$ cat config.mk
export PLATFORM = sky130hd
export DESIGN_NAME = sync_fifo
export DESIGN_NICKNAME = d
export VERILOG_FILES = /design/src/rtl/sync_fifo_pkg.sv /design/src/rtl/sync_fifo_mem.sv /design/src/rtl/sync_fifo.sv
export SDC_FILE = /design/constraint.sdc
export NUM_CORES = 1
export LEC_CHECK = 0
export ABC_AREA = 1
export CELL_PAD_IN_SITES_DETAIL_PLACEMENT = 0
export CELL_PAD_IN_SITES_GLOBAL_PLACEMENT = 2
export CORE_MARGIN = 2
export CORE_UTILIZATION = 36
export CTS_BUF_LIST = sky130_fd_sc_hd__clkbuf_4 sky130_fd_sc_hd__clkbuf_8 sky130_fd_sc_hd__clkbuf_16
export DETAILED_ROUTE_END_ITERATION = 12
export PLACE_DENSITY_LB_ADDON = 0.1
export RECOVER_POWER = 25
export SETUP_SLACK_MARGIN = 0.3
export SLEW_MARGIN = 20
export SYNTH_ARGS = -nofsm -noshare
export SYNTH_HDL_FRONTEND = slang
export SYNTH_SLANG_ARGS = --single-unit
$ cat constraint.sdc
create_clock -name clk -period 6.6 [get_ports clk]
set_clock_uncertainty 0.1 [all_clocks]
set_input_delay 1.32 -clock clk [delete_from_list [all_inputs] [get_ports clk]]
set_output_delay 1.32 -clock clk [all_outputs]
set_load 0.005 [all_outputs]
$ cat src/rtl/sync_fifo_pkg.sv
// Shared defaults and pointer-width helper for the synchronous FIFO.
// Latency: n/a (constants only). Backpressure: n/a.
package sync_fifo_pkg;

   localparam int DEFAULT_WIDTH = 8;
   localparam int DEFAULT_DEPTH = 8;

   // Pointer width for a power-of-two depth; never below one bit.
   function automatic int ptr_w(input int depth);
      return (depth > 1) ? $clog2(depth) : 1;
   endfunction

endpackage

$ cat src/rtl/sync_fifo_mem.sv
// DEPTH x WIDTH storage: synchronous write, registered read port.
// Latency: rdata valid one cycle after re. Backpressure: none, the caller gates we/re.
module sync_fifo_mem
   import sync_fifo_pkg::*;
#(
   parameter int WIDTH = DEFAULT_WIDTH,
   parameter int DEPTH = DEFAULT_DEPTH
) (
   input  logic                    clk,
   input  logic                    rst,
   input  logic                    we,
   input  logic [ptr_w(DEPTH)-1:0] waddr,
   input  logic [WIDTH-1:0]        wdata,
   input  logic                    re,
   input  logic [ptr_w(DEPTH)-1:0] raddr,
   output logic [WIDTH-1:0]        rdata
);

   logic [WIDTH-1:0] mem [DEPTH];

   // Array is deliberately left out of reset so it can map onto plain RAM.
   always_ff @(posedge clk) begin
      if (we) mem[waddr] <= wdata;
   end

   always_ff @(posedge clk or posedge rst) begin
      if (rst)     rdata <= '0;
      else if (re) rdata <= mem[raddr];
   end

endmodule

$ cat src/rtl/sync_fifo.sv
// Single-clock FIFO with registered dout; optional sticky overflow/underflow under SYNC_FIFO_ERR_FLAGS_EN.
// Latency: dout valid one cycle after an accepted rd_en. Backpressure: writes dropped while full, reads ignored while empty.
module sync_fifo
   import sync_fifo_pkg::*;
#(
   parameter int WIDTH = DEFAULT_WIDTH,
   parameter int DEPTH = DEFAULT_DEPTH
) (
   input  logic             clk,
   input  logic             rst,
   input  logic             wr_en,
   input  logic             rd_en,
   input  logic [WIDTH-1:0] din,
   output logic [WIDTH-1:0] dout,
   output logic             full,
   output logic             empty
`ifdef SYNC_FIFO_ERR_FLAGS_EN
   ,
   output logic             overflow,
   output logic             underflow
`endif
);

   localparam int             PW       = ptr_w(DEPTH);
   localparam logic [PW:0]    CNT_FULL = (PW+1)'(DEPTH);

   logic [PW-1:0] wr_ptr;
   logic [PW-1:0] rd_ptr;
   logic [PW:0]   count;
   logic          wr_acc;
   logic          rd_acc;

   assign full   = (count == CNT_FULL);
   assign empty  = (count == '0);
   assign wr_acc = wr_en && !full;
   assign rd_acc = rd_en && !empty;

   always_ff @(posedge clk or posedge rst) begin
      if (rst) begin
         wr_ptr <= '0;
         rd_ptr <= '0;
         count  <= '0;
      end else begin
         if (wr_acc) wr_ptr <= wr_ptr + PW'(1);
         if (rd_acc) rd_ptr <= rd_ptr + PW'(1);
         case ({wr_acc, rd_acc})
            2'b10:   count <= count + (PW+1)'(1);
            2'b01:   count <= count - (PW+1)'(1);
            default: count <= count;
         endcase
      end
   end

   sync_fifo_mem #(
      .WIDTH (WIDTH),
      .DEPTH (DEPTH)
   ) u_mem (
      .clk   (clk),
      .rst   (rst),
      .we    (wr_acc),
      .waddr (wr_ptr),
      .wdata (din),
      .re    (rd_acc),
      .raddr (rd_ptr),
      .rdata (dout)
   );

`ifdef SYNC_FIFO_ERR_FLAGS_EN
   // Any attempt counts, including a write refused because a read took priority.
   always_ff @(posedge clk or posedge rst) begin
      if (rst) begin
         overflow  <= 1'b0;
         underflow <= 1'b0;
      end else begin
         if (wr_en && full)  overflow  <= 1'b1;
         if (rd_en && empty) underflow <= 1'b1;
      end
   end
`endif

endmodule

Word-level counts from Yosys, hierarchy flattened
Memories as Yosys holds them, arrays and structs flattened. A register that Yosys moved wholly into a read port is not among the register bits.
Cells that the tools add are included.
{"block": "word_totals", "reg_bits": 10, "n_memories": 1, "ramBits": 64, "elab_cells": 20, "inputBits": 12, "out_inout_bits": 10}
{"name": "u_mem.mem", "words": 8, "width": 8, "read_ports": 1, "rd_ports_with_merged_regs": 1, "wr": 1, "line_no": "sync_fifo_mem.sv:19", "rtl": "logic [WIDTH-1:0] mem [DEPTH];"}
{"block": "op_classes", "reduce_logical": 6, "muxes": 3, "add_sub_neg": 4, "eq_ne": 3}
{"cell": "$pmux W4 S2", "n": 1}
{"cell": "$add A3 B1 Y3 const B", "n": 2}
{"cell": "$add A4 B1 Y4 const B", "n": 1}
{"cell": "$eq A4 B4 Y1 const B", "n": 1}
{"cell": "$logic_not A4 Y1", "n": 1}
{"cell": "$sub A4 B1 Y4 const B", "n": 1}
{"cell": "$eq A2 B1 Y1 const B", "n": 1}
{"cell": "$eq A2 B2 Y1 const B", "n": 1}
{"cell": "$logic_and A1 B1 Y1", "n": 2}
{"cell": "$logic_not A1 Y1", "n": 2}
{"cell": "$mux W1", "n": 2}
{"cell": "$reduce_bool A2 Y1", "n": 1}

Longest topological paths before layout
Gate-level depths: netlist of run 1.
{"block": "depth", "ltp_word": 5, "ltp_mapped": 14, "mapped_depth_nobuf": 13}

Cells and area by module
Synthesis of run 1 repeated with hierarchy kept, for this count alone.
{"block": "unflattened", "cells_unflattened": 364, "area_unflattened_um2": 3684.8}
{"module": "sync_fifo_mem", "instances": 1, "cells_per_inst": 298, "seq_area_each_um2": 2122.0, "area_per_inst_um2": 3091.7}
{"module": "sync_fifo", "instances": 1, "cells_per_inst": 66, "seq_area_each_um2": 250.2, "area_per_inst_um2": 593.1}

Worst setup path after synthesis of run 1
Ideal clock, no wire load.
{"block": "synth_path", "path_type": "input -> register", "from": "in rd_en", "to": "reg count[3]", "n_path_buf": 1, "t_required_ps": 6384, "setup_time_ps": 116, "path_slack_ps": 3781, "path_stages": 10, "arrival_time_ps": 2602, "cell_sequence": "nand2_4 > inv_4 > buf_6 > ha_1 > ha_1 > or2_2 > nand3_1 > nand2_1 > nand2_1 > nand2_1"}
{"block": "synth_between", "elab_chain_cells": 3, "word_cells_on_any_way": 5, "classes_between": "eq/ne (2); mux (1); reduce/logical (2)"}
{"element": "from (decl)", "line_no": "sync_fifo.sv:12", "rtl": "input logic rd_en,"}
{"element": "$logic_and A1 B1 Y1 (*)", "line_no": "sync_fifo.sv:36", "rtl": "assign rd_acc = rd_en && !empty;"}
{"element": "net rd_acc", "line_no": "sync_fifo.sv:31", "rtl": "logic rd_acc;"}
{"element": "$eq A2 B1 Y1 or $eq A2 B2 Y1 (tied branches)", "line_no": "sync_fifo.sv:46", "rtl": "case ({wr_acc, rd_acc})"}
{"element": "$pmux W4 S2 or $reduce_bool A2 Y1 (tied branches)"}
{"element": "to (signal assigned)", "line_no": "sync_fifo.sv:47", "rtl": "2'b10: count <= count + (PW+1)'(1);"}
{"element": "to (signal assigned)", "line_no": "sync_fifo.sv:48", "rtl": "2'b01: count <= count - (PW+1)'(1);"}
{"element": "to (signal assigned)", "line_no": "sync_fifo.sv:49", "rtl": "default: count <= count;"}
{"element": "to (decl)", "line_no": "sync_fifo.sv:29", "rtl": "logic [PW:0] count;"}
The timed path passes the listed nets; every way through them passes the cells marked *.
A chain may end at the register's enable or synchronous reset.

Worst setup path after layout of run 1
{"block": "layout_path", "from": "in rd_en", "to": "reg count[3]"}
{"block": "layout_between", "elab_chain_cells": 3, "word_cells_on_any_way": 5, "classes_between": "eq/ne (2); mux (1); reduce/logical (2)"}
{"element": "$logic_and A1 B1 Y1 (*)", "line_no": "sync_fifo.sv:36"}
{"element": "$eq A2 B1 Y1 or $eq A2 B2 Y1 (tied branches)", "line_no": "sync_fifo.sv:46"}
{"element": "$pmux W4 S2 or $reduce_bool A2 Y1 (tied branches)"}
Mark *: on every way between the ends. The rest lies on a longest branch, timed or not.

==> run_summary.xml, run 1 <==
<?xml version="1.0" encoding="UTF-8"?>
<metrics>
  <group name="clock_tree">
    <metric name="root_buffer" unit="">sky130_fd_sc_hd__clkbuf_8</metric>
    <metric name="cts_tree" unit="">built</metric>
    <metric name="cts_inserted_buffers" unit="">9</metric>
    <metric name="h-tree-depth" unit="">3</metric>
    <metric name="clkLatencyLatePin" unit="ns">0.35</metric>
    <metric name="clock-sinks" unit="">82</metric>
    <metric name="cts_resized" unit="">0</metric>
    <metric name="cts_setup_buffers" unit="">0</metric>
    <metric name="clk_pin_slew_worst_paths" unit="ns">0.08</metric>
    <metric name="postCtsHoldBufs" unit="">0</metric>
    <metric name="ctsLongestPathBuffers" unit="">2</metric>
  </group>
  <group name="floorplan">
    <metric name="floorplan.initialDensity" unit="">0.372</metric>
    <metric name="die_h" unit="microns">105</metric>
    <metric name="die_area" unit="sq um">11000</metric>
    <metric name="num_rows" unit="">36</metric>
    <metric name="die_width" unit="microns">105</metric>
    <metric name="floorplan.io_pins" unit="">22</metric>
    <metric name="design.core.area" unit="sq um">9820</metric>
  </group>
  <group name="global_routing">
    <metric name="number_of_global_route_vias_before_repair" unit="">2279</metric>
    <metric name="grt.total_usage" unit="">0.167</metric>
    <metric name="first_pass_grt_wire_length" unit="microns">13300</metric>
    <metric name="antenna_found_initial" unit="">0</metric>
    <metric name="grt.overflow.total" unit="">0</metric>
    <metric name="largest_net_degree_at_the_start_of_global_routing" unit="">35</metric>
  </group>
  <group name="worst_setup_path">
    <metric name="setup.worst_path.end_class" unit="">flip-flop</metric>
    <metric name="path_type_of_the_worst_setup_path" unit="">in -&gt; reg</metric>
    <metric name="endpoint_arrival_time_on_the_critical_path" unit="ns">3.34</metric>
    <metric name="critPathMaxFanout" unit="">13</metric>
    <metric name="cp.buffers_inverters" unit="">2</metric>
    <metric name="timing.critical_path.max_delay_family" unit="">simple AND/OR/NAND/NOR gates</metric>
    <metric name="critical_path_required" unit="ns">6.79</metric>
    <metric name="crit_chain" unit="">clkdlybuf4s50_1 -&gt; nand2_1 -&gt; inv_4 -&gt; ha_1 -&gt; ha_1 -&gt; or2_2 -&gt; nand2_1 -&gt; nand3_1 -&gt; nand2_1 -&gt; nand2_1 -&gt; nand2_1</metric>
    <metric name="startpoint_type" unit="">input pin</metric>
    <metric name="worst_path_most_repeated_cell" unit="">sky130_fd_sc_hd__nand2_1</metric>
    <metric name="cp_slowest_cell" unit="">sky130_fd_sc_hd__clkdlybuf4s50_1</metric>
    <metric name="critical-path-max-stage-delay" unit="ns">0.45</metric>
  </group>
  <group name="power_and_ir_drop">
    <metric name="peakVddDrop" unit="mV">0.122</metric>
    <metric name="total_power" unit="mW">1.67</metric>
    <metric name="p_leak" unit="nW">1.81</metric>
    <metric name="power.density_cell_area" unit="nW/um^2">407</metric>
  </group>
  <group name="logic_synthesis">
    <metric name="yosys.cell_types.count" unit="">23</metric>
    <metric name="synthesis.yosys.warnings" unit="">0</metric>
    <metric name="syn-mean-instance-area" unit="sq um">10.1</metric>
    <metric name="synth_top_cells_by_area" unit="">sky130_fd_sc_hd__edfxtp_1, sky130_fd_sc_hd__nand2_1, sky130_fd_sc_hd__dfrtp_1</metric>
    <metric name="yosysTopAreaCellShare" unit="">0.527</metric>
    <metric name="syn_inst" unit="">362</metric>
    <metric name="syn_nets" unit="">380</metric>
    <metric name="synth_top_area_cell" unit="">sky130_fd_sc_hd__edfxtp_1</metric>
    <metric name="postSynthRegisterBits" unit="">82</metric>
    <metric name="post_synth_instance_area" unit="sq um">3650</metric>
    <metric name="yosysSeqAreaShare" unit="">0.650</metric>
  </group>
  <group name="sta">
    <metric name="finalCriticalPeriod" unit="ns">3.15</metric>
    <metric name="fin_crit_sh" unit="">0.477</metric>
    <metric name="rsz0062_at_grt" unit="">no</metric>
    <metric name="timing.hold.ws" unit="ns">0.385</metric>
    <metric name="drv_slew" unit="">0</metric>
    <metric name="report.final.setup_viol" unit="">0</metric>
    <metric name="post_route_setup_tns" unit="ns">0</metric>
    <metric name="max-slew-margin-rel" unit="">0.496</metric>
    <metric name="max_slew.worst_pin.slew" unit="ns">0.754</metric>
    <metric name="timing_hold_violations_final" unit="">0</metric>
    <metric name="max_freq" unit="MHz">318</metric>
  </group>
  <group name="status">
    <metric name="status" unit="">finished, final reports clean</metric>
  </group>
  <group name="drt">
    <metric name="firstDrtPassIters" unit="">4</metric>
    <metric name="drtAntennaViolNets" unit="">0</metric>
    <metric name="drt_wl_total" unit="microns">8410</metric>
    <metric name="drc" unit="">0</metric>
    <metric name="vias" unit="">2351</metric>
    <metric name="detail_route.iter0.violations" unit="">194</metric>
    <metric name="wl_per_cell" unit="microns">16.1</metric>
    <metric name="detailed_route_vias_per_instance" unit="">4.51</metric>
  </group>
  <group name="job">
    <metric name="cap_viol_max_count" unit="">0</metric>
  </group>
  <group name="final_layout">
    <metric name="layout.cells.most_common" unit="">sky130_fd_sc_hd__nand2_1</metric>
    <metric name="layout_common_cells" unit="">sky130_fd_sc_hd__nand2_1, sky130_fd_sc_hd__edfxtp_1, sky130_fd_sc_hd__inv_1</metric>
    <metric name="layout-drive-gt1-share" unit="">0.0619</metric>
    <metric name="final_design_area_no_fill" unit="sq um">4100</metric>
    <metric name="utilization" unit="">0.418</metric>
    <metric name="antenna-diode-count" unit="">0</metric>
    <metric name="area_delta_synth_final" unit="%">12.4</metric>
    <metric name="final_layout_net_count" unit="">401</metric>
    <metric name="fill_cells" unit="">1007</metric>
  </group>
  <group name="place">
    <metric name="placement.io_buffers" unit="">21</metric>
    <metric name="place_congestion" unit="">0.785</metric>
    <metric name="placed_cell_area" unit="sq um">3950</metric>
    <metric name="place_hpwl" unit="microns">5710</metric>
  </group>
  <group name="min_path">
    <metric name="worstHoldPathType" unit="">reg -&gt; reg</metric>
  </group>
</metrics>
## power by group
part | switching [mW] | internal, mW | total, mW
clock | 0.181 | 0.143 | 0.324
sequential | 0.0798 | 0.674 | 0.754
combinational | 0.377 | 0.213 | 0.591
## cells in the mapped netlist
cell                       number
sky130_fd_sc_hd__nand3_1       52
sky130_fd_sc_hd__nand2_1      123
sky130_fd_sc_hd__inv_4          1
sky130_fd_sc_hd__buf_2          7
sky130_fd_sc_hd__nor2_1         8
sky130_fd_sc_hd__buf_6          4
sky130_fd_sc_hd__or2_4          1
sky130_fd_sc_hd__inv_2          2
sky130_fd_sc_hd__xor2_1         2
sky130_fd_sc_hd__clkinv_1       1
sky130_fd_sc_hd__xnor2_1        1
sky130_fd_sc_hd__o21ai_0        4
sky130_fd_sc_hd__inv_1         60
sky130_fd_sc_hd__or2_2          1
sky130_fd_sc_hd__nor2_2         2
sky130_fd_sc_hd__buf_4          1
sky130_fd_sc_hd__edfxtp_1      64
sky130_fd_sc_hd__ha_1           5
sky130_fd_sc_hd__nand2_2        1
sky130_fd_sc_hd__fa_1           1
sky130_fd_sc_hd__dfrtp_1       18
sky130_fd_sc_hd__nand2_4        1
sky130_fd_sc_hd__nand3_2        2
## path summary, 6_finish.rpt
kind	slack, ns	depth (start not counted)	startpoint	endpoint
max	3.45	11	rd_en	count[3]
min	0.39	2	u_mem.rdata[1]	u_mem.rdata[1]
max reg2reg	4.14	12	count[0]	count[3]
min reg2reg	0.39	2	u_mem.rdata[1]	u_mem.rdata[1]
max in group asynchronous	4.63	2	rst	wr_ptr[1]
min in group asynchronous	1.29	2	rst	u_mem.rdata[2]
## cell type report
| cell class | instances | area (sq um) | area share |
|---|---|---|---|
| timing repair buffer | 22 | 218 | 0.0531 |
| inverter | 64 | 243 | 0.0592 |
| clock inverter | 5 | 31.3 | 0.00762 |
| sequential | 82 | 2370 | 0.578 |
| clock buffer | 11 | 139 | 0.0339 |
| tap | 133 | 166 | 0.0406 |
| multi-input combinational | 204 | 933 | 0.228 |
## tightest hold or removal path, cell delays in order, from the launching register on
cell                      delay, ns
sky130_fd_sc_hd__dfrtp_1       0.35
sky130_fd_sc_hd__nand2_1       0.06
sky130_fd_sc_hd__nand2_1       0.05
## metal layers
layer | routed length, microns | global-route usage | vias up | part of all wire
met2 | 3730 | 0.244 | 69 | 0.44
li1 | - | - | 1188 | -
met4 | 115 | 0.0514 | 0 | 0.014
met1 | 4030 | 0.245 | 1083 | 0.48
met5 | 0 | 0 | - | 0
met3 | 533 | 0.0399 | 11 | 0.063
## stage by stage
stage,std cells,setup slack [ns]
finish,521,3.45
floorplan,362,3.78
global route,521,3.25
detailed placement,505,3.26
global placement,505,3.28
CTS,521,3.53
## sequential cells by signal, indices dropped and copies added (netlist names)
register and cells:
count 4, wr_ptr 3, rd_ptr 3, u_mem.rdata 8
u_mem.mem 64
## cells by family after synthesis
| family | synth area share |
|---|---|
| XOR/XNOR | 0.00720 |
| flip-flops | 0.650 |
| AO/OA/AOI/OAI | 0.00549 |
| AND/OR/NAND/NOR | 0.224 |
| adder cells (fa/ha/maj) | 0.0226 |
| buffers and inverters | 0.0905 |
Power figures use the tool's default switching activity.
==> inputs of run 2 (changes only) <==
CORE_UTILIZATION = 35   (was 36)
clock period = 2.6 ns   (was 6.6 ns; I/O delays follow)
==> run 2 against run 1 <==
  * Non-clock buffer count increased by 18
  * Routed wire length fell by 2.2%
  * Critical path depth is 7 lower
  * Global-route usage decreased by 0.50 points
  * Combinational power rose to 2.9 times the previous value
  * Cell count is 4.0% higher
  * Utilization rose by 0.29 points
  * Setup slack worse by 3.1 ns
  * Register-to-register slack got worse by 3.6 ns
  * Count of clock-buffer cells in the layout is the same
  * Die area rose by 2.8%
  * Critical path type is now reg -> out
  * Largest cell class unchanged
==> run_summary.xml, run 2 (synthesis gave the netlist of run 1 again) <==
<?xml version="1.0" encoding="UTF-8"?>
<metrics>
  <group name="sta">
    <metric name="report.final.setup_viol" unit="">0</metric>
    <metric name="rsz0062_at_grt" unit="">no</metric>
    <metric name="max_freq" unit="MHz">454</metric>
    <metric name="max-slew-margin-rel" unit="">0.253</metric>
    <metric name="drv_slew" unit="">0</metric>
    <metric name="fin_crit_sh" unit="">0.848</metric>
    <metric name="max_slew.worst_pin.slew" unit="ns">1.12</metric>
    <metric name="timing_hold_violations_final" unit="">0</metric>
    <metric name="post_route_setup_tns" unit="ns">0</metric>
    <metric name="finalCriticalPeriod" unit="ns">2.20</metric>
  </group>
  <group name="power_and_ir_drop">
    <metric name="p_leak" unit="nW">1.93</metric>
    <metric name="peakVddDrop" unit="mV">0.360</metric>
    <metric name="total_power" unit="mW">4.50</metric>
    <metric name="power.density_cell_area" unit="nW/um^2">1040</metric>
  </group>
  <group name="worst_setup_path">
    <metric name="endpoint_arrival_time_on_the_critical_path" unit="ns">1.58</metric>
    <metric name="cp_slowest_cell" unit="">sky130_fd_sc_hd__clkdlybuf4s50_1</metric>
    <metric name="regToRegStartpoint" unit="">count[0]</metric>
    <metric name="critical_path.startpoint" unit="">count[0]</metric>
    <metric name="cp.buffers_inverters" unit="">2</metric>
    <metric name="timing.critical_path.depth" unit="">4</metric>
    <metric name="critPathMaxFanout" unit="">4</metric>
    <metric name="startpoint_type" unit="">flip-flop</metric>
    <metric name="crit_chain" unit="">nor2_4 -&gt; nand3_2 -&gt; inv_1 -&gt; clkdlybuf4s50_1</metric>
    <metric name="critical-path-max-stage-delay" unit="ns">0.49</metric>
    <metric name="timing.critical_path.max_delay_family" unit="">buffers and inverters</metric>
    <metric name="worstRegToRegCells" unit="">11</metric>
    <metric name="path_type_of_the_worst_setup_path" unit="">reg -&gt; out</metric>
    <metric name="critical_path.endpoint" unit="">full</metric>
    <metric name="worst_r2r_endpoint" unit="">count[3]</metric>
    <metric name="critical_path_required" unit="ns">1.98</metric>
    <metric name="setup.worst_path.end_class" unit="">output pin</metric>
    <metric name="worst-r2r-setup-slack" unit="ns">0.55</metric>
  </group>
  <group name="drt">
    <metric name="firstDrtPassIters" unit="">4</metric>
    <metric name="wl_per_cell" unit="microns">15.2</metric>
    <metric name="drt_wl_total" unit="microns">8230</metric>
    <metric name="vias" unit="">2410</metric>
    <metric name="drtAntennaViolNets" unit="">0</metric>
    <metric name="detailed_route_vias_per_instance" unit="">4.45</metric>
    <metric name="drc" unit="">0</metric>
    <metric name="detail_route.iter0.violations" unit="">165</metric>
  </group>
  <group name="final_layout">
    <metric name="top_register" unit="">u_mem.mem</metric>
    <metric name="layout_common_cells" unit="">sky130_fd_sc_hd__nand2_1, sky130_fd_sc_hd__edfxtp_1, sky130_fd_sc_hd__inv_1</metric>
    <metric name="final_design_area_no_fill" unit="sq um">4300</metric>
    <metric name="layoutNonFillerInstCount" unit="">542</metric>
    <metric name="utilization" unit="">0.421</metric>
    <metric name="number_of_flip_flops_in_the_largest_register" unit="">64</metric>
    <metric name="layout-drive-gt1-share" unit="">0.118</metric>
    <metric name="layout.cells.most_common" unit="">sky130_fd_sc_hd__nand2_1</metric>
    <metric name="antenna-diode-count" unit="">0</metric>
    <metric name="area_delta_synth_final" unit="%">18.0</metric>
    <metric name="final_layout_net_count" unit="">419</metric>
    <metric name="fill_cells" unit="">1055</metric>
    <metric name="reg_top3" unit="">u_mem.mem (64), u_mem.rdata (8), count (4)</metric>
  </group>
  <group name="global_routing">
    <metric name="grt.total_usage" unit="">0.162</metric>
    <metric name="antenna_found_initial" unit="">0</metric>
    <metric name="globalRouteMet3Util" unit="">0.0239</metric>
    <metric name="global_route.usage.met2" unit="">0.263</metric>
    <metric name="grtUsageMet1" unit="">0.213</metric>
    <metric name="first_pass_grt_wire_length" unit="microns">13100</metric>
    <metric name="gr-max-usage-layer" unit="">met2</metric>
    <metric name="number_of_global_route_vias_before_repair" unit="">2427</metric>
    <metric name="grt.overflow.total" unit="">0</metric>
    <metric name="largest_net_degree_at_the_start_of_global_routing" unit="">34</metric>
  </group>
  <group name="place">
    <metric name="placed_cell_area" unit="sq um">4070</metric>
    <metric name="place_hpwl" unit="microns">5150</metric>
    <metric name="placement.io_buffers" unit="">21</metric>
    <metric name="place_congestion" unit="">0.753</metric>
    <metric name="post-place-cells" unit="">524</metric>
  </group>
  <group name="floorplan">
    <metric name="floorplan.io_pins" unit="">22</metric>
    <metric name="die_h" unit="microns">106</metric>
    <metric name="num_rows" unit="">37</metric>
    <metric name="die_area" unit="sq um">11300</metric>
    <metric name="die_width" unit="microns">106</metric>
    <metric name="design.core.area" unit="sq um">10200</metric>
    <metric name="floorplan.initialDensity" unit="">0.357</metric>
  </group>
  <group name="clock_tree">
    <metric name="clkLatencyLatePin" unit="ns">0.35</metric>
    <metric name="ctsLongestPathBuffers" unit="">2</metric>
    <metric name="postCtsHoldBufs" unit="">0</metric>
    <metric name="clk_pin_slew_worst_paths" unit="ns">0.08</metric>
    <metric name="cts_inserted_buffers" unit="">9</metric>
    <metric name="cts_tree" unit="">built</metric>
    <metric name="h-tree-depth" unit="">3</metric>
    <metric name="root_buffer" unit="">sky130_fd_sc_hd__clkbuf_8</metric>
    <metric name="clock-sinks" unit="">82</metric>
  </group>
  <group name="min_path">
    <metric name="worstHoldPathType" unit="">reg -&gt; reg</metric>
  </group>
  <group name="status">
    <metric name="status" unit="">finished, final reports clean</metric>
  </group>
  <group name="job">
    <metric name="cap_viol_max_count" unit="">0</metric>
  </group>
</metrics>
==> run 2: changes by cell type in the layout (fill, tap and decap cells not counted), sizes merged <==
cell           before  now
buf                 1   18
bufinv              0    1
clkbuf             11   12
clkdlybuf4s50      16   15
clkinv              3    4
clkinvlp            3    1
dlygate4sd3         5    6
==> run 2: cell type report <==
type,count,area (sq um),share of cell area
clock buffer,11,151,0.0352
tap,136,170,0.0395
inverter,64,243,0.0564
sequential,82,2370,0.552
multi-input combinational,204,963,0.224
clock inverter,5,52.6,0.0122
timing repair buffer,40,349,0.0811
==> run 2: routing by layer <==
layer	up-vias	wire [microns]
li1	1221	-
met1	1122	3920
met2	48	3840
met3	19	266
met4	0	196
met5	-	0
==> run 2: power by group <==
group / internal (mW) / switching (mW)
registers: 1.71 / 0.136
logic: 0.649 / 1.07
clock network: 0.491 / 0.442
total: 2.85 / 1.64
==> run 2: worst min path at each step <==
stage                           endpoint  depth (start not counted)            from
final                     u_mem.rdata[3]                          2  u_mem.rdata[3]
after detailed placement  u_mem.rdata[3]                          2  u_mem.rdata[3]
after global placement    u_mem.rdata[4]                          2  u_mem.rdata[4]
after floorplan                 count[0]                          1             rst
after global routing      u_mem.rdata[3]                          2  u_mem.rdata[3]
after CTS                 u_mem.rdata[3]                          2  u_mem.rdata[3]
==> run 2: worst min-delay path, delay by kind of cell (launching register included) <==
family        cells  cell delay [ns]
flops             1             0.34
simple gates      2             0.10
==> run 2: through the flow <==
stage / hold slack (ns) / worst slack [ns]
after detailed placement: 0.368 / 0.208
after CTS: 0.388 / 0.303
after global placement: 0.364 / 0.238
after floorplan: 0.359 / 0.450
final: 0.379 / 0.396
after global routing: 0.421 / 0.315
==> run 2: what timing repair did <==
action | 4_1_cts | 5_1_grt
setup endpoints to repair | 0 | 3
gates resized for setup | 0 | 5
setup buffers | 0 | 2
endpoints found under the hold margin | 0 | 0
==> inputs of run 3 (changes only) <==
CORE_UTILIZATION = 36   (was 35)
clock period = 2.1 ns   (was 2.6 ns; I/O delays follow)
==> run 3 against run 2 <==
  * Routed wire length up 2.2%
  * Design area up 6.9%
  * Critical path type is now reg -> reg
  * Utilization up 4.8 points
  * Worst hold slack better by 0.0045 ns
  * Die area down 2.7%
  * Clock power up 29%
  * Total power up 33%
==> run_summary.xml, run 3 (synthesis gave the netlist of run 1 again) <==
<?xml version="1.0" encoding="UTF-8"?>
<metrics>
  <group name="status">
    <metric name="status" unit="">finished, final reports clean</metric>
  </group>
  <group name="sta">
    <metric name="report.final.setup_viol" unit="">0</metric>
    <metric name="max_freq" unit="MHz">504</metric>
    <metric name="timing_hold_violations_final" unit="">0</metric>
    <metric name="drv_slew" unit="">0</metric>
    <metric name="max-slew-margin-rel" unit="">0.244</metric>
    <metric name="fin_crit_sh" unit="">0.944</metric>
    <metric name="finalCriticalPeriod" unit="ns">1.98</metric>
    <metric name="rsz0062_at_grt" unit="">yes</metric>
    <metric name="max_slew.worst_pin.slew" unit="ns">1.13</metric>
  </group>
  <group name="min_path">
    <metric name="timing.hold.worst_path_depth" unit="">2</metric>
    <metric name="worstHoldPathType" unit="">reg -&gt; reg</metric>
  </group>
  <group name="worst_setup_path">
    <metric name="cp.buffers_inverters" unit="">3</metric>
    <metric name="path_type_of_the_worst_setup_path" unit="">reg -&gt; reg</metric>
    <metric name="worst_path_most_repeated_cell" unit="">sky130_fd_sc_hd__nand2_1</metric>
    <metric name="worstRegToRegCells" unit="">14</metric>
    <metric name="startpoint_type" unit="">flip-flop</metric>
    <metric name="endpoint_arrival_time_on_the_critical_path" unit="ns">2.18</metric>
    <metric name="critPathMaxFanout" unit="">4</metric>
    <metric name="cp_slowest_cell" unit="">sky130_fd_sc_hd__dfrtp_1</metric>
    <metric name="crit_chain" unit="">nor2_2 -&gt; buf_4 -&gt; nand3_4 -&gt; buf_6 -&gt; nand2_4 -&gt; inv_4 -&gt; ha_4 -&gt; ha_4 -&gt; or2_4 -&gt; nand2_1 -&gt; nand3_1 -&gt; nand2_1 -&gt; nand2_1 -&gt; nand2_1</metric>
    <metric name="critical_path_required" unit="ns">2.29</metric>
    <metric name="timing.critical_path.depth" unit="">14</metric>
    <metric name="timing.critical_path.max_delay_family" unit="">simple AND/OR/NAND/NOR gates</metric>
    <metric name="setup.worst_path.end_class" unit="">flip-flop</metric>
    <metric name="critical-path-max-stage-delay" unit="ns">0.40</metric>
  </group>
  <group name="floorplan">
    <metric name="die_h" unit="microns">105</metric>
    <metric name="die_area" unit="sq um">11000</metric>
    <metric name="num_rows" unit="">36</metric>
    <metric name="floorplan.io_pins" unit="">22</metric>
    <metric name="floorplan.initialDensity" unit="">0.372</metric>
    <metric name="die_width" unit="microns">105</metric>
    <metric name="design.core.area" unit="sq um">9820</metric>
  </group>
  <group name="drt">
    <metric name="wl_per_cell" unit="microns">15.2</metric>
    <metric name="firstDrtPassIters" unit="">4</metric>
    <metric name="vias" unit="">2473</metric>
    <metric name="drtAntennaViolNets" unit="">0</metric>
    <metric name="drc" unit="">0</metric>
    <metric name="detail_route.iter0.violations" unit="">94</metric>
    <metric name="detailed_route_vias_per_instance" unit="">4.47</metric>
    <metric name="drt_wl_total" unit="microns">8410</metric>
  </group>
  <group name="final_layout">
    <metric name="layoutNonFillerInstCount" unit="">553</metric>
    <metric name="area_delta_synth_final" unit="%">26.1</metric>
    <metric name="utilization" unit="">0.469</metric>
    <metric name="final_layout_net_count" unit="">433</metric>
    <metric name="layout.cells.most_common" unit="">sky130_fd_sc_hd__nand2_1</metric>
    <metric name="number_of_flip_flops_in_the_largest_register" unit="">64</metric>
    <metric name="top_register" unit="">u_mem.mem</metric>
    <metric name="antenna-diode-count" unit="">0</metric>
    <metric name="layout-drive-gt1-share" unit="">0.190</metric>
    <metric name="reg_top3" unit="">u_mem.mem (64), u_mem.rdata (8), count (4)</metric>
    <metric name="layout_common_cells" unit="">sky130_fd_sc_hd__nand2_1, sky130_fd_sc_hd__edfxtp_1, sky130_fd_sc_hd__inv_1</metric>
  </group>
  <group name="global_routing">
    <metric name="largest_net_degree_at_the_start_of_global_routing" unit="">34</metric>
    <metric name="first_pass_grt_wire_length" unit="microns">13200</metric>
    <metric name="grt.total_usage" unit="">0.161</metric>
    <metric name="number_of_global_route_vias_before_repair" unit="">2380</metric>
    <metric name="grt.overflow.total" unit="">0</metric>
    <metric name="antenna_found_initial" unit="">0</metric>
  </group>
  <group name="power_and_ir_drop">
    <metric name="p_leak" unit="nW">2.06</metric>
    <metric name="net_sw_frac" unit="">0.362</metric>
    <metric name="power.net_switching" unit="mW">2.16</metric>
    <metric name="cell_internal_pwr" unit="mW">3.81</metric>
    <metric name="sequential_group_share_of_total_power" unit="">0.384</metric>
    <metric name="power_frac_comb" unit="">0.415</metric>
    <metric name="peakVddDrop" unit="mV">0.481</metric>
    <metric name="power.clock.fraction" unit="">0.201</metric>
    <metric name="power.density_cell_area" unit="nW/um^2">1300</metric>
    <metric name="total_power" unit="mW">5.97</metric>
  </group>
  <group name="job">
    <metric name="cap_viol_max_count" unit="">0</metric>
  </group>
  <group name="clock_tree">
    <metric name="ctsLongestPathBuffers" unit="">2</metric>
    <metric name="clk_pin_slew_worst_paths" unit="ns">0.08</metric>
    <metric name="clkLatencyLatePin" unit="ns">0.35</metric>
    <metric name="h-tree-depth" unit="">3</metric>
    <metric name="clock-sinks" unit="">82</metric>
    <metric name="cts_inserted_buffers" unit="">9</metric>
    <metric name="cts_tree" unit="">built</metric>
    <metric name="root_buffer" unit="">sky130_fd_sc_hd__clkbuf_8</metric>
  </group>
  <group name="place">
    <metric name="placement.io_buffers" unit="">21</metric>
    <metric name="post-place-cells" unit="">528</metric>
    <metric name="place_congestion" unit="">0.752</metric>
    <metric name="place_hpwl" unit="microns">5380</metric>
  </group>
</metrics>
-- run 3: cell count changes in the layout (fill, tap and decap cells not counted), moves of 3 or more --
cell and change:
sky130_fd_sc_hd__nor2_4 +7, sky130_fd_sc_hd__clkdlybuf4s50_1 -3, sky130_fd_sc_hd__inv_1 -3, sky130_fd_sc_hd__buf_12 +3
sky130_fd_sc_hd__inv_2 +3, sky130_fd_sc_hd__nor2_1 -7, sky130_fd_sc_hd__buf_6 +12, sky130_fd_sc_hd__clkbuf_4 +3
-- run 3: power groups by stage --
stage | clock network (mW) | registers [mW] | logic [mW]
after floorplan | 0 | 2.29 | 1.47
after global placement | 0 | 2.33 | 2.23
after detailed placement | 0 | 2.33 | 2.23
after CTS | 1.23 | 2.29 | 2.39
after global routing | 1.29 | 2.33 | 2.79
final | 1.20 | 2.29 | 2.48
-- run 3: worst paths after layout --
kind                            slack [ns]            from              to
worst max-delay path                  0.12        count[1]        count[3]
worst min-delay path                  0.38  u_mem.rdata[0]  u_mem.rdata[0]
worst max register to register        0.12        count[1]        count[3]
worst min register to register        0.38  u_mem.rdata[0]  u_mem.rdata[0]
max in group asynchronous             0.38             rst        count[2]
min in group asynchronous             0.77             rst        count[0]
-- run 3: repair_timing --
action	in CTS	in global routing
hold buffers	0	0
pin swaps	8	7
gates cloned	0	0
buffers inserted	8	1
setup endpoints to repair	5	71
gates resized for setup	13	36
-- run 3: stage by stage --
step / hold WS, ns / setup WS, ns / TNS (ns) / instance area (sq um)
6_report: 0.383 / 0.118 / 0 / 4600
5_1_grt: 0.414 / 0.0344 / 0 / 4600
4_1_cts: 0.306 / 0.0988 / 0 / 4480
3_5_place_dp: 0.366 / -0.00380 / -0.00380 / 4180
3_3_place_gp: 0.365 / 0.00735 / 0 / 4180
2_1_floorplan: 0.259 / 0.168 / 0 / 3680
-- run 3: metal layers --
metal | global-route usage | wire length (microns)
met5 | 0 | 0
met2 | 0.261 | 4090
met1 | 0.217 | 4000
met4 | 0.0571 | 108
met3 | 0.0299 | 207
-- run 3: area by class of cell --
cell class              count  area [sq um]
clock inverters             2          35.0
inverters                  64           243
fillers                   960          5220
multi-input cells         204          1070
repair buffers             54           539
flip-flops and latches     82          2370
clock buffers              14           174
well taps                 133           166
-- run 3: worst register-to-register path: cells and delay by family (launching register included) --
| family | cells | cell delay (ns) |
|---|---|---|
| AND/OR/NAND/NOR | 9 | 0.78 |
| adder cells (fa/ha/maj) | 2 | 0.39 |
| buffers and inverters | 3 | 0.29 |
| flip-flops | 1 | 0.40 |
